### config.mk
export PLATFORM = sky130hd
export DESIGN_NAME = snake_game_ctrl
export DESIGN_NICKNAME = d
export VERILOG_FILES = /design/src/rtl/snake_game_ctrl.sv
export SDC_FILE = /design/constraint.sdc
export NUM_CORES = 1
export LEC_CHECK = 0
export BUFFER_PORTS_ARGS = -buffer_cell sky130_fd_sc_hd__buf_2
export CAP_MARGIN = 5
export CORE_UTILIZATION = 27
export DETAILED_ROUTE_END_ITERATION = 8
export SYNTH_ARGS = -nofsm -noshare
export SYNTH_HDL_FRONTEND = slang
export SYNTH_SLANG_ARGS = --single-unit
### constraint.sdc
create_clock -name VGA_clk -period 5.7 [get_ports VGA_clk]
set_input_delay 1.14 -clock VGA_clk [delete_from_list [all_inputs] [get_ports VGA_clk]]
set_output_delay 1.14 -clock VGA_clk [all_outputs]
set_load 0.02 [all_outputs]
### src/rtl/snake_game_ctrl.sv
// Snake game sequencer: run/pause/over FSM, move-tick generator with level-dependent
// period, 2-deep turn queue fed by button edges, and apple score/level counters.
module snake_game_ctrl #(
  parameter int unsigned TICK_BASE        = 2500000,
  parameter int unsigned TICK_STEP        = 250000,
  parameter int unsigned TICK_MIN         = 750000,
  parameter int unsigned APPLES_PER_LEVEL = 5
) (
  input  logic       VGA_clk,
  input  logic       SWRES,
  input  logic       BTNU,
  input  logic       BTND,
  input  logic       BTNL,
  input  logic       BTNR,
  input  logic       SWPAUSE,
  input  logic       got_apple,
  input  logic       collided,
  output logic       mv_tick,
  output logic [1:0] dir,
  output logic       grow,
  output logic [1:0] state,
  output logic [9:0] score,
  output logic [3:0] level
);

  typedef enum logic [1:0] {
    IDLE  = 2'b00,
    RUN   = 2'b01,
    PAUSE = 2'b10,
    OVER  = 2'b11
  } state_t;

  localparam logic [23:0] BASE_W   = 24'(TICK_BASE);
  localparam logic [23:0] STEP_W   = 24'(TICK_STEP);
  localparam logic [23:0] MIN_W    = 24'(TICK_MIN);
  localparam logic [23:0] SPAN_W   = BASE_W - MIN_W;
  localparam logic [7:0]  APL_LAST = 8'(APPLES_PER_LEVEL - 1);

  state_t      st, st_nxt;
  logic [3:0]  btn_prev;
  logic [3:0]  rise;
  logic        apple_prev;
  logic        press_vld;
  logic [1:0]  cand;
  logic [1:0]  ref_dir;
  logic        push_ok;
  logic [1:0]  q0, q1;
  logic [1:0]  qcnt;
  logic [23:0] cnt;
  logic [23:0] red;
  logic [23:0] period;
  logic [23:0] reload;
  logic [7:0]  sub;
  logic        run_go;
  logic        tick_now;
  logic        apple_hit;
  logic        push;
  logic        pop;

  assign state = st;

  // Bit order U, L, D, R gives the required press priority directly.
  assign rise      = {BTNU, BTNL, BTND, BTNR} & ~btn_prev;
  assign press_vld = |rise;

  always_comb begin
    cand = 2'b00;
    if (rise[3])      cand = 2'b01;
    else if (rise[2]) cand = 2'b10;
    else if (rise[1]) cand = 2'b11;
  end

  always_comb begin
    case (qcnt)
      2'd0:    ref_dir = dir;
      2'd1:    ref_dir = q0;
      default: ref_dir = q1;
    endcase
  end

  assign push_ok = press_vld && (qcnt != 2'd2) && (cand != ref_dir) &&
                   (cand != {~ref_dir[1], ref_dir[0]});

  // Subtrahend is compared against the headroom first so the subtraction never wraps.
  assign red    = 24'(level) * STEP_W;
  assign period = (red >= SPAN_W) ? MIN_W : (BASE_W - red);
  assign reload = period - 24'd1;

  assign run_go    = (st == RUN) && !collided;
  assign tick_now  = run_go && (cnt == '0);
  assign apple_hit = run_go && got_apple && !apple_prev;
  assign push      = ((st == IDLE) || run_go) && push_ok;
  assign pop       = tick_now && (qcnt != 2'd0);

  always_ff @(posedge VGA_clk or negedge SWRES) begin
    if (!SWRES) st <= IDLE;
    else        st <= st_nxt;
  end

  always_comb begin
    st_nxt = st;
    case (st)
      IDLE:    if (press_vld) st_nxt = RUN;
      RUN:     if (collided) st_nxt = OVER;
               else if (SWPAUSE) st_nxt = PAUSE;
      PAUSE:   if (collided) st_nxt = OVER;
               else if (!SWPAUSE) st_nxt = RUN;
      default: st_nxt = OVER;
    endcase
  end

  always_ff @(posedge VGA_clk or negedge SWRES) begin
    if (!SWRES) begin
      btn_prev   <= '0;
      apple_prev <= 1'b0;
      mv_tick    <= 1'b0;
      grow       <= 1'b0;
      dir        <= 2'b00;
      cnt        <= '0;
      q0         <= 2'b00;
      q1         <= 2'b00;
      qcnt       <= '0;
      score      <= '0;
      level      <= '0;
      sub        <= '0;
    end else begin
      btn_prev   <= {BTNU, BTNL, BTND, BTNR};
      apple_prev <= got_apple;
      mv_tick    <= tick_now;
      grow       <= apple_hit;

      if ((st == IDLE) && press_vld) cnt <= reload;
      else if (run_go)               cnt <= tick_now ? reload : cnt - 24'd1;

      if (pop) dir <= q0;

      if (st_nxt == OVER) begin
        qcnt <= '0;
      end else begin
        case ({push, pop})
          2'b10: begin
            if (qcnt == 2'd0) q0 <= cand;
            else              q1 <= cand;
            qcnt <= qcnt + 2'd1;
          end
          2'b01: begin
            q0   <= q1;
            qcnt <= qcnt - 2'd1;
          end
          2'b11:   q0 <= cand;
          default: ;
        endcase
      end

      if (apple_hit) begin
        if (score != 10'd999) score <= score + 10'd1;
        if (sub == APL_LAST) begin
          sub <= '0;
          if (level != 4'd15) level <= level + 4'd1;
        end else begin
          sub <= sub + 8'd1;
        end
      end
    end
  end

endmodule
==> results.md, run 1 <==
* Outcome: completed
* DR iter-0 viols at 294
* Slew @ Worst Pin at 0.980 ns
* Net count, final at 583
* Clock tree buffer depth at 2
* Die Ht at 133 µm
* Syn nets at 557
* Post-CTS Setup Inserts at 0
* Startpoint Class: flip-flop
* Worst EP required at 5.95 ns
* Max-slew violations at 0
* Die ar. at 0.0177 mm²
* Diode count at 0
* Final Setup Violations at 0
* Final min period at 5.23 ns
* H-tree levels at 3
* Row count at 47
* Post-Syn Area at 0.00463 mm²
* RSZ-0062 raised after global routing: no
* GRT Total Usage at 13.6%
* Multiplexer share of the synthesized area at 2.79%
* Die X at 133 µm
* # Max-Cap Violations at 0
* Buffer and inverter count on the worst path at 2
* Synth warnings at 0
* Clock root buffer: clkbuf_16
* Max incr delay on CP at 0.56 ns
* Final Hold Vio Count at 0
* Synthesized flop and latch total at 63
* Crit path kind: flip-flop to flip-flop
* Adder-Cell Fraction of Synth Area at 10.3%
* FF+latch area at 0.00158 mm²
* Largest net degree at the start of global routing at 64
* Multi-input logic area at 0.00290 mm²
* Slowest CP cell: dfrtp_1
* Mapped Avg Cell Area at 9.02 µm²
* DRT Pass-1 Iters at 5
* TritonCTS Sinks at 63
* Pre-CTS WS at 0.440 ns
* Via count at 4,044
* Compound-Gate Fraction of Synth Area at 19.5%
* Post-synthesis cell count at 513
* Synth cell count leaders: dfrtp_1, nor2_1, nand2_1
* Setup WS post-layout at 0.472 ns
* FILL cells at 1,731
* Yosys top cell by area: dfrtp_1
* Global-route wire length before repair at 19.5 mm
* Initial Util at 27.8%
* Post-route DRC violation count at 0
* Crit Path Max Fanout at 10
* Crit-path leading delay family: compound AO/OA/AOI/OAI gates
* Vias/cell at 5.29
* Final Skew at 0.00483 ns
* Port bufs at 28
* Crit. End Element: flip-flop
* Largest family of logic cells by synthesized area: simple AND/OR/NAND/NOR gates
* Pleak at 0.00218 µW
* CTS tree: yes
* Hold Path Class: flip-flop to flip-flop
* Area delta synth->final at 14.5%
* Ys flop type: dfrtp_1
* Synth top area share at 34.1%
* Post-synthesis simple-gate area fraction at 21.3%
* Cts bufs inserted at 9
* Setup TNS at 0 ns
* Most frequent cell after synthesis: dfrtp_1
* PwrDens at 207 mW/mm²
* F_max at 191 MHz
* Max-slew headroom at 34.2%
* VDD IR max at 0.000130 V
* HPWL after detailed placement at 8.13 mm
* Routed WL per cell at 14.9 µm
* Final Cycle Share at 91.7%
* Antenna viol nets, final at 0
* Yosys cell types at 67
* Ys async rst share at 100%
* Top Ports at 29
* Worst path cell trace: inv_1, ha_1, fa_1, inv_1, fa_1, nand2b_1, o2bb2ai_1, o21ai_0, xor2_1, a31o_2, nor2_1, ha_1, o2111ai_1, a311o_1, a2111oi_1, o2111ai_1, a32oi_1
* GRT Residual Overflow at 0
* Total wire length at 11.4 mm
* Ratio of cells with drive above 1 in the final layout at 11.9%
* Synth top area cells: dfrtp_1, ha_1, xnor2_1
* Global placer's final weighted congestion at 0.862
* Utilization after layout at 31.8%
* Xor/xnor share of the synthesized area at 8.90%
* CP Data Arrival Time at 5.48 ns
* Initial antenna violation count at 0
* EDFF count, synth at 0
* Clk_lat worst skew at 0.34 ns
* Core Box Area at 0.0166 mm²
* Register area share after synthesis at 34.1%
* Total power at 1100 µW
* Worst hold slack at 0.486 ns
* Worst-path clk slew at 0.06 ns
* Vias in the first global route at 3,945
-- report_power, final --
group	leakage (µW)	switching [µW]	internal, µW
Sequential	0.000787	22.3	469
Combinational	0.00125	36.0	30.3
Clock	0.000141	211	330
Total	0.00218	269	829
-- per-layer routing --
| metal | vias to the layer above | wire (µm) | track usage, % |
|---|---|---|---|
| met4 | 0 | 115 | 4.09 |
| li1 | 1952 | - | - |
| met5 | - | 0 | 0 |
| met3 | 8 | 557 | 3.10 |
| met1 | 1969 | 5470 | 18.5 |
| met2 | 115 | 5210 | 21.2 |
-- flip-flops by register name, summed over array words and instances (netlist names) --
signal,count
btn_prev,4
state,2
level,4
dir,2
q0,2
cnt,24
sub,8
mv_tick,1
score,10
qcnt,2
q1,2
grow,1
apple_prev,1
-- final cells by class --
type,count,share of cell area [%]
multi-input cells,412,54.8
flip-flops and latches,63,29.8
clock buffers,12,5.03
well taps,220,5.19
clock inverters,4,0.543
inverters,21,1.49
repair buffers,32,3.21
-- cell families (layout without fill, tap and decap cells) --
logic type               Yosys count  after routing
buffers and inverters             38             69
adder cells (fa/ha/maj)           35             35
flip-flops                        63             63
AND/OR/NAND/NOR                  185            185
XOR/XNOR                          47             47
multiplexers                      12             12
AO/OA/AOI/OAI                    133            133
-- final timing paths --
path,from,to,slack (ns),cells past startpoint
max,level[1],cnt[20],0.47,17
max reg2reg,level[1],cnt[20],0.47,17
min,sub[7],sub[7],0.49,1
min reg2reg,sub[7],sub[7],0.49,1
max in group asynchronous,SWRES,score[2],4.19,2
min in group asynchronous,SWRES,q0[1],0.97,2
-- placed cells by master (no fill, tap or decap), drive strengths merged, types with 3 or more instances in the layout --
master	instances
nor3	25
nand3b	5
nand3	14
nor2	43
a311oi	4
a31oi	10
o21bai	3
o21a	4
nor2b	6
nand4	4
and3	7
dfrtp	63
inv	21
or4	7
o21ai	34
a21o	4
xor2	14
nand2	37
a211oi	3
clkbuf	12
nor4b	3
or3	5
nor4	9
a311o	4
ha	30
a21oi	30
mux2i	5
o31ai	3
nor3b	3
nand2b	7
fa	5
xnor2	33
mux2	7
buf	32
o311ai	4
-- stage by stage --
step                std cells  instance area [µm²]
global placement          748                 5000
detailed placement        748                 5000
CTS                       764                 5300
finish                    764                 5300
global route              764                 5300
floorplan                 513                 4630
-- what timing repair did --
item,CTS,global route
hold buffers,0,0
resized for setup,0,1
endpoints found under the setup margin,0,1
No activity file was read; power rests on OpenSTA's default activity.
==> run 2: changes to the inputs <==
--- a/config.mk
+++ b/config.mk
@@ -5,7 +5,7 @@
 export SDC_FILE = /design/constraint.sdc
 export NUM_CORES = 1
 export LEC_CHECK = 0
-export BUFFER_PORTS_ARGS = -buffer_cell sky130_fd_sc_hd__buf_2
+export BUFFER_PORTS_ARGS = -buffer_cell sky130_fd_sc_hd__clkbuf_2
 export CAP_MARGIN = 5
 export CORE_UTILIZATION = 27
 export DETAILED_ROUTE_END_ITERATION = 8
==> results.md, run 2 (same netlist as run 1, synthesis figures left out) <==
* Outcome: completed
* Die X at 133 µm
* Max-slew violations at 0
* Critical register-to-register path startpoint: level[1]
* Clock tree buffer depth at 2
* Max FFs per register at 24
* CTS tree: yes
* PwrDens at 204 mW/mm²
* Most used cells in the layout excluding fill and tap cells: dfrtp_1, nor2_1, nand2_1
* Row count at 47
* GRT Total Usage at 13.3%
* TritonCTS Sinks at 63
* Initial antenna violation count at 0
* Worst EP required at 5.94 ns
* Final Hold Vio Count at 0
* DR iter-0 viols at 186
* Register name with the most flops: cnt
* Final Setup Violations at 0
* Max incr delay on CP at 0.57 ns
* Area delta synth->final at 14.3%
* Post-CTS Setup Inserts at 0
* Worst path cell trace: inv_1, ha_1, fa_1, inv_1, fa_1, nand2b_1, o2bb2ai_1, o21ai_0, xor2_1, a31o_2, nor2_1, ha_1, o2111ai_1, a311o_1, a2111oi_0, o2111ai_1, a32oi_1
* Max-slew headroom at 31.3%
* Pre-CTS WS at 0.438 ns
* VDD IR max at 0.000177 V
* Diode count at 0
* Vias in the first global route at 3,903
* Slowest CP cell: a2111oi_0
* Top Ports at 29
* Hold-fix buffers at CTS at 0
* Post-route DRC violation count at 0
* CP Data Arrival Time at 5.56 ns
* F_max at 188 MHz
* Routed WL per cell at 14.8 µm
* Net count, final at 583
* Crit Path Max Fanout at 10
* RSZ-0062 raised after global routing: no
* Antenna viol nets, final at 0
* Setup crit start: level[1]
* DRT Pass-1 Iters at 4
* Commonest non-fill, non-tap cell in the layout: dfrtp_1
* Port bufs at 28
* Slew @ Worst Pin at 1.02 ns
* Total power at 1080 µW
* GRT Residual Overflow at 0
* Final min period at 5.32 ns
* Biggest regs: cnt x24, score x10, sub x8
* Cts bufs inserted at 9
* H-tree levels at 3
* Buffer and inverter count on the worst path at 2
* PostCTS Resize Cnt at 0
* Die Ht at 133 µm
* Crit-path leading delay family: compound AO/OA/AOI/OAI gates
* Final Cycle Share at 93.3%
* # Max-Cap Violations at 0
* Crit. End Element: flip-flop
* Vias/cell at 5.21
* Setup WS post-layout at 0.381 ns
* Largest net degree at the start of global routing at 46
* Startpoint Class: flip-flop
* Global-route wire length before repair at 19.2 mm
* Final Skew at 0.00624 ns
* Pleak at 0.00216 µW
* Global placer's final weighted congestion at 0.852
* Initial Util at 27.8%
* Clock root buffer: clkbuf_16
* Core Box Area at 0.0166 mm²
* Clk_lat worst skew at 0.33 ns
* Worst-path clk slew at 0.06 ns
* Via count at 3,977
* Setup TNS at 0 ns
* Total wire length at 11.3 mm
* Hold path startpoint: sub[7]
* Hold Path Class: flip-flop to flip-flop
* HPWL after detailed placement at 8.35 mm
* Crit path kind: flip-flop to flip-flop
* Ratio of cells with drive above 1 in the final layout at 11.9%
* Die ar. at 0.0177 mm²
[run 2: changes by cell type in the layout (fill, tap and decap cells not counted)]
cell,delta
clkbuf_8,-2
clkbuf_2,+28
a2111oi_0,+1
a2111oi_1,-1
buf_2,-28
clkinvlp_4,+1
inv_6,+1
[run 2: path summary, 6_finish.rpt]
| path | endpoint | slack (ns) | depth (start not counted) |
|---|---|---|---|
| max in group asynchronous | cnt[23] | 3.97 | 2 |
| min in group asynchronous | mv_tick | 0.77 | 1 |
| max reg2reg | cnt[20] | 0.38 | 17 |
| min | sub[7] | 0.48 | 1 |
| min reg2reg | sub[7] | 0.48 | 1 |
| max | cnt[20] | 0.38 | 17 |
[run 2: layout make-up]
type / count / area (µm²)
fill: 1732 / 11400
multi-input combinational: 412 / 2900
sequential: 63 / 1580
tap: 220 / 275
clock buffer: 10 / 239
timing repair buffer: 32 / 170
inverter: 21 / 78.8
clock inverter: 6 / 45.0
[run 2: worst reg2reg max path, delay by kind of cell, from the launching register on]
| family | cells | cell delay [ns] |
|---|---|---|
| AOI/OAI and AO/OA | 8 | 2.41 |
| DFF | 1 | 0.55 |
| and+or+nand+nor | 2 | 0.28 |
| buffers and inverters | 2 | 0.24 |
| xor gates and xnor gates | 1 | 0.16 |
| adders and majority gates | 4 | 1.58 |
[run 2: per-stage QoR]
stage	hold WS (ns)	instances	instance area (µm²)	utilization [%]
6_report	0.476	764	5290	31.8
5_1_grt	0.497	764	5290	31.8
4_1_cts	0.476	764	5290	31.8
3_5_place_dp	0.464	748	5000	30.1
3_3_place_gp	0.462	748	5000	30.1
2_1_floorplan	0.447	513	4630	-
[run 2: where the power goes]
part / switching, µW / internal, µW / total (µW)
sequential: 22.2 / 469 / 492
clock: 213 / 307 / 520
combinational: 36.4 / 30.4 / 66.8
[run 2: routing by layer]
metal,share of wire [%],vias to the layer above,GRT usage (%)
li1,-,1942,-
met1,48,1956,18.2
met2,47,75,21.0
met3,3.9,4,2.99
met4,0.64,0,3.90
met5,0,-,0
